==> src/rtl/dcp_nocbuffer_enc_if.sv <==
// Handshake bundle between a DCP message builder, the NoC encoder
// and the outgoing router port.
interface dcp_nocbuffer_enc_if #(
   parameter int DATA_BUF_TOTAL_SIZE = 512,
   parameter int NOC_DATA_WIDTH      = 64
);
   logic                           msg_val;
   logic [DATA_BUF_TOTAL_SIZE-1:0] msg;
   logic                           msg_rdy;
   logic                           noc_out_val;
   logic [NOC_DATA_WIDTH-1:0]      noc_out_data;
   logic                           noc_out_rdy;
   logic                           busy;
   logic                           len_err;

   modport master (
      output msg_val, msg, noc_out_rdy,
      input  msg_rdy, noc_out_val, noc_out_data, busy, len_err
   );

   modport slave (
      input  msg_val, msg, noc_out_rdy,
      output msg_rdy, noc_out_val, noc_out_data, busy, len_err
   );
endinterface

==> src/rtl/dcp_nocbuffer_enc.sv <==
// Serializes one packed DCP message (header + payload) onto a NoC
// channel, one flit per cycle, clamping oversize header lengths.
module dcp_nocbuffer_enc #(
   parameter int DATA_BUF_TOTAL_SIZE = 512,
   parameter int NOC_DATA_WIDTH      = 64,
   parameter int MSG_LEN_LSB         = 22,
   parameter int MSG_LEN_WIDTH       = 8
) (
   input logic               clk,
   input logic               rst,
   dcp_nocbuffer_enc_if.slave bus
);
   localparam int MAX_FLITS = DATA_BUF_TOTAL_SIZE / NOC_DATA_WIDTH;
   localparam int IDX_W = (MAX_FLITS > 1) ? $clog2(MAX_FLITS) : 1;
   localparam logic [IDX_W-1:0] LAST = IDX_W'(MAX_FLITS - 1);
   localparam logic [MSG_LEN_WIDTH-1:0] CAP = MSG_LEN_WIDTH'(MAX_FLITS - 1);

   typedef enum logic {IDLE, SEND} state_t;

   state_t                    state_q, state_d;
   logic [NOC_DATA_WIDTH-1:0] buf_q [MAX_FLITS];
   logic [IDX_W-1:0]          idx_q;
   logic [IDX_W-1:0]          len_q;
   logic                      len_err_q;
   logic [MSG_LEN_WIDTH-1:0]  hdr_len;
   logic                      over;
   logic                      accept;
   logic                      fire;
   logic                      last;

   assign hdr_len = bus.msg[MSG_LEN_LSB +: MSG_LEN_WIDTH];
   assign over    = hdr_len > CAP;
   assign last    = idx_q == len_q;

   always_comb begin
      state_d = state_q;
      accept  = 1'b0;
      fire    = 1'b0;
      unique case (state_q)
         IDLE: begin
            if (bus.msg_val) begin
               accept  = 1'b1;
               state_d = SEND;
            end
         end
         SEND: begin
            if (bus.noc_out_rdy) begin
               fire = 1'b1;
               if (last) state_d = IDLE;
            end
         end
      endcase
   end

   always_ff @(posedge clk or posedge rst) begin
      if (rst) state_q <= IDLE;
      else     state_q <= state_d;
   end

   always_ff @(posedge clk or posedge rst) begin
      if (rst) begin
         idx_q     <= '0;
         len_q     <= '0;
         len_err_q <= 1'b0;
         for (int i = 0; i < MAX_FLITS; i++) buf_q[i] <= '0;
      end else begin
         len_err_q <= accept && over;
         if (accept) begin
            for (int i = 0; i < MAX_FLITS; i++)
               buf_q[i] <= bus.msg[i*NOC_DATA_WIDTH +: NOC_DATA_WIDTH];
            // keep the forwarded header consistent with what we send
            if (over) buf_q[0][MSG_LEN_LSB +: MSG_LEN_WIDTH] <= CAP;
            len_q <= over ? LAST : IDX_W'(hdr_len);
            idx_q <= '0;
         end else if (fire) begin
            idx_q <= last ? '0 : idx_q + 1'b1;
         end
      end
   end

   assign bus.msg_rdy      = state_q == IDLE;
   assign bus.noc_out_val  = state_q == SEND;
   assign bus.busy         = state_q == SEND;
   assign bus.len_err      = len_err_q;
   assign bus.noc_out_data = (state_q == SEND) ? buf_q[idx_q] : '0;
endmodule

==> src/flat_wrapper.sv <==
// flat-port wrapper written by rule: the top's interface ports become plain ports
module dcp_nocbuffer_enc_flat 
#(
   parameter int DATA_BUF_TOTAL_SIZE = 512,
   parameter int NOC_DATA_WIDTH      = 64,
   parameter int MSG_LEN_LSB         = 22,
   parameter int MSG_LEN_WIDTH       = 8
)
  (clk, rst, bus_msg_val, bus_msg, bus_noc_out_rdy, bus_msg_rdy, bus_noc_out_val, bus_noc_out_data, bus_busy, bus_len_err);
  dcp_nocbuffer_enc_if #(.DATA_BUF_TOTAL_SIZE(DATA_BUF_TOTAL_SIZE), .NOC_DATA_WIDTH(NOC_DATA_WIDTH)) bus_i ();
  input logic clk;
  input logic rst;
  input wire logic [$bits(bus_i.msg_val)-1:0] bus_msg_val;
  input wire logic [$bits(bus_i.msg)-1:0] bus_msg;
  input wire logic [$bits(bus_i.noc_out_rdy)-1:0] bus_noc_out_rdy;
  output wire logic [$bits(bus_i.msg_rdy)-1:0] bus_msg_rdy;
  output wire logic [$bits(bus_i.noc_out_val)-1:0] bus_noc_out_val;
  output wire logic [$bits(bus_i.noc_out_data)-1:0] bus_noc_out_data;
  output wire logic [$bits(bus_i.busy)-1:0] bus_busy;
  output wire logic [$bits(bus_i.len_err)-1:0] bus_len_err;
  assign bus_i.msg_val = bus_msg_val;
  assign bus_i.msg = bus_msg;
  assign bus_i.noc_out_rdy = bus_noc_out_rdy;
  assign bus_msg_rdy = bus_i.msg_rdy;
  assign bus_noc_out_val = bus_i.noc_out_val;
  assign bus_noc_out_data = bus_i.noc_out_data;
  assign bus_busy = bus_i.busy;
  assign bus_len_err = bus_i.len_err;
  dcp_nocbuffer_enc #(.DATA_BUF_TOTAL_SIZE(DATA_BUF_TOTAL_SIZE), .NOC_DATA_WIDTH(NOC_DATA_WIDTH), .MSG_LEN_LSB(MSG_LEN_LSB), .MSG_LEN_WIDTH(MSG_LEN_WIDTH)) u_core (.clk(clk), .rst(rst), .bus(bus_i));
endmodule
==> config.mk <==
export PLATFORM = sky130hd
export DESIGN_NAME = dcp_nocbuffer_enc_flat
export DESIGN_NICKNAME = d
export VERILOG_FILES = /design/src/rtl/dcp_nocbuffer_enc_if.sv /design/src/rtl/dcp_nocbuffer_enc.sv /design/src/flat_wrapper.sv
export SDC_FILE = /design/constraint.sdc
export NUM_CORES = 1
export LEC_CHECK = 0
export CORE_MARGIN = 2
export CORE_UTILIZATION = 25
export DETAILED_ROUTE_END_ITERATION = 6
export GPL_ROUTABILITY_DRIVEN = 0
export HOLD_SLACK_MARGIN = 0.03
export SYNTH_ARGS = -nofsm -noshare
export SYNTH_HDL_FRONTEND = slang
export SYNTH_SLANG_ARGS = --single-unit
export TNS_END_PERCENT = 10
==> constraint.sdc <==
create_clock -name clk -period 37.2 [get_ports clk]
set_input_delay 7.44 -clock clk [delete_from_list [all_inputs] [get_ports clk]]
set_output_delay 7.44 -clock clk [all_outputs]
set_load 0.01 [all_outputs]
==> Implementation_results.wiki <==
{| class="wikitable"
! Metric !! Value
|-
| Count of cells resized by post-cts repair || 0
|-
| Yosys reg bits || 517
|-
| Num ports || 584
|-
| Max-slew violation count || 0
|-
| Minimum setup slack in the final design || 25730 ps
|-
| Largest area contributor in the netlist || sky130_fd_sc_hd__dfrtp_1
|-
| Count of cell types in the netlist || 31
|-
| Arrival time at the worst endpoint || 4030 ps
|-
| Final cycle utilization of the critical path || 30.8%
|-
| Critical register-to-register path endpoint || u_core.buf_q[141]$_DFFE_PP0P_
|-
| Post-CTS Setup Repair Bufs || 0
|-
| Fraction of registers with async set or reset after synthesis || 100%
|-
| Initial antenna violation count || 17
|-
| DRT Wirelength || 85200 um
|-
| Relative area change from synthesis to final layout || 38.8%
|-
| Wire length per cell after detailed routing || 19.6 um
|-
| Setup repair after global routing missed its margin || false
|-
| Post-CTS Hold Buffers || 0
|-
| Critical Path Sink Type || output port
|-
| Worst-path maximum fanout || 48
|-
| Detailed router's first-iteration violation count || 1384
|-
| Highest clock rate || 87.1 MHz
|-
| Leak || 15.5 nW
|-
| EDFF count, synth || 0
|-
| Start point of the worst hold path || u_core.buf_q[69]$_DFFE_PP0P_
|-
| Die span in y || 310 um
|-
| Most frequent cells after synthesis || sky130_fd_sc_hd__nand2_1, sky130_fd_sc_hd__dfrtp_1, sky130_fd_sc_hd__mux4_2
|-
| Floorplan Core Area || 93000 um2
|-
| First drt pass iteration count || 5
|-
| Wire length of the first global-routing pass || 124000 um
|-
| Clock latency of the later-clocked register in the worst-skew pair || 610 ps
|-
| Final critical-path required period || 11470 ps
|-
| Total global-route track usage || 17.4%
|-
| Worst max-slew margin expressed relative to the limit || 31.4%
|-
| Sequential-to-total area share from yosys stat || 55.2%
|-
| Number of cells in the design after placement || 4227
|-
| Hold crit path type || register to register
|-
| Max VDD drop || 42.0 uV
|-
| Largest net degree at the start of global routing || 148
|-
| Final cell count without fillers || 4353
|-
| Register-to-register path setup slack || 32760 ps
|-
| Launch instance of the worst register-to-register path || u_core.bus.busy$_DFF_PP0_
|-
| Cell at the root of the clock tree || sky130_fd_sc_hd__clkbuf_16
|-
| Category of the critical setup timing path || register to output port
|-
| Clock tree from TritonCTS || done
|-
| Synth Cell Area || 23400 um2
|-
| Final setup fails || 0
|-
| Number of I/O port buffers || 583
|-
| Syn_nets || 3047
|-
| Layout cells sized above 1 || 8.54%
|-
| Sum of overflow across all layers after global routing || 0
|-
| Setup Slack @ Placement || 25630 ps
|-
| Critical-path cell list || buf_4 > mux4_2 > nand2_1 > a21oi_1 > clkdlybuf4s50_1
|-
| Total via count in the routed design || 19049
|-
| Number of nets with antenna violations after detailed routing || 0
|-
| Avg Vias per Cell || 4.38
|-
| Slowest cell on crit path || sky130_fd_sc_hd__dfrtp_4
|-
| Clock buffers created by TritonCTS || 66
|-
| Most numerous cell in the Yosys netlist || sky130_fd_sc_hd__nand2_1
|-
| Number of warnings issued by yosys || 0
|-
| Crit-path leading delay family || buffers and inverters
|-
| Mean post-synth cell area || 9.26 um2
|-
| Buffers plus inverters on the worst setup path || 2
|-
| Required @ worst endpoint || 29760 ps
|-
| Final-report hold violation count || 0
|-
| Vias in the first global route || 19754
|-
| Top cell type's share of synthesized area || 55.2%
|-
| Fill cells || 9547
|-
| Number of cells on the worst reg-to-reg path || 6
|-
| Setup Total Neg Slack || 0 ps
|-
| Effective utilization at floorplan || 25.2%
|-
| Synth Instances || 2530
|-
| Number of remaining DRC errors || 0
|-
| Min-Delay Path Depth || 2
|-
| Power per unit of standard cell area || 83.4 nW/um2
|-
| Hold Crit Endpoint || u_core.buf_q[69]$_DFFE_PP0P_
|-
| Worst-margin pin slew || 1030 ps
|-
| Max_cap viols || 0
|-
| Final HPWL from detailed placement || 61100 um
|-
| Kind of start point of the critical path || register
|-
| Most instantiated flip-flop cell in the synthesis netlist || sky130_fd_sc_hd__dfrtp_1
|-
| Result of the run || finished, final reports clean
|-
| Die area || 96100 um2
|-
| Cell types occupying the most area after synthesis || sky130_fd_sc_hd__dfrtp_1, sky130_fd_sc_hd__nand2_1, sky130_fd_sc_hd__mux4_2
|-
| CTS H-Tree Depth || 3
|-
| Clock slew at the register clock pins of the worst setup and hold paths || 60 ps
|-
| Clock Skew || 28.7 ps
|-
| Biggest cell delay along the critical path || 940 ps
|-
| Clk sink count || 517
|-
| Total number of nets in the final design || 3558
|-
| Die Span X || 310 um
|-
| Max clock buf depth || 3
|-
| Number of rows in the core area || 112
|}
-- how the worst max path moves through the flow --
stage	cells after the start	startpoint	endpoint
after detailed placement	7	bus_msg_val	u_core.buf_q[261]$_DFFE_PP0P_
after global placement	7	bus_msg_val	u_core.buf_q[139]$_DFFE_PP0P_
after CTS	5	u_core.idx_q[2]$_DFFE_PP0P_	bus_noc_out_data[54]
after global routing	5	u_core.idx_q[2]$_DFFE_PP0P_	bus_noc_out_data[54]
after floorplan	1	rst	u_core.buf_q[0]$_DFFE_PP0P_
final	5	u_core.idx_q[2]$_DFFE_PP0P_	bus_noc_out_data[54]
-- registers in the layout, summed over array words and instances (netlist names) --
register / cells
u_core.bus.busy: 1
u_core.buf_q: 512
u_core.idx_q: 3
u_core.bus.len_err: 1
-- final cells by class --
class,instances,area [um2],share of cell area [%]
multi-input cells,1847,9640,29.7
flip-flops and latches,517,12900,39.8
repair buffers,606,6030,18.6
clock inverters,24,333,1.02
clock buffers,93,1940,5.96
diodes,9,22.5,0.0693
inverters,3,21.3,0.0654
well taps,1254,1570,4.83
-- logic make-up after synthesis --
kind of cell | synth area share [%]
AOI/OAI and AO/OA | 1.05
adders and majority gates | 0.0534
buffers and inverters | 3.65
muxes | 13.4
xor gates and xnor gates | 0.112
and+or+nand+nor | 26.5
DFF | 55.2
-- layout by cell type, fill, tap and decap left out, types with 2 or more instances in the layout --
master                               n
sky130_fd_sc_hd__nand4b_1            2
sky130_fd_sc_hd__xor2_1              3
sky130_fd_sc_hd__nor2_1             35
sky130_fd_sc_hd__buf_4              21
sky130_fd_sc_hd__nand2_1          1589
sky130_fd_sc_hd__diode_2             9
sky130_fd_sc_hd__bufinv_16           6
sky130_fd_sc_hd__nor3_1              2
sky130_fd_sc_hd__clkbuf_1           12
sky130_fd_sc_hd__a21oi_1            41
sky130_fd_sc_hd__clkinv_8            4
sky130_fd_sc_hd__mux2i_1            26
sky130_fd_sc_hd__clkinvlp_4          4
sky130_fd_sc_hd__nand3_1             4
sky130_fd_sc_hd__dfrtp_1           514
sky130_fd_sc_hd__clkinv_2            8
sky130_fd_sc_hd__mux4_2            127
sky130_fd_sc_hd__and2_1              5
sky130_fd_sc_hd__dfrtp_4             2
sky130_fd_sc_hd__buf_12              2
sky130_fd_sc_hd__clkdlybuf4s50_1   583
sky130_fd_sc_hd__clkbuf_16          69
sky130_fd_sc_hd__clkbuf_8           12
-- power breakdown --
group	leakage [nW]	internal (mW)	total [mW]	switching (mW)
Clock	1.10	0.407	0.668	0.261
Sequential	6.49	0.815	0.967	0.152
Combinational	7.91	0.504	1.07	0.571
Total	15.5	1.73	2.71	0.984
-- worst min-delay path, cell delays in order, from the launching register on --
cell and delay [ps]:
sky130_fd_sc_hd__dfrtp_1 330, sky130_fd_sc_hd__nand2_1 50, sky130_fd_sc_hd__nand2_1 50
-- through the flow --
step                power (mW)  utilization [%]  area (um2)  hold WS (ps)
detailed placement        2.07             32.5       30200           457
global placement          2.05             32.5       30200           452
floorplan                 1.58                -       23400           440
CTS                       2.76             34.9       32500           470
finish                    2.71             34.9       32500           466
global route              2.90             34.9       32500           489
-- per-layer routing --
metal | GRT usage [%] | vias up | wire [um]
li1 | - | 9024 | -
met1 | 20.2 | 9263 | 33400
met2 | 30.4 | 606 | 42200
met3 | 5.29 | 138 | 6760
met4 | 5.99 | 18 | 2680
met5 | 0 | - | 124
Note: power is estimated with default switching activity, not from simulation.
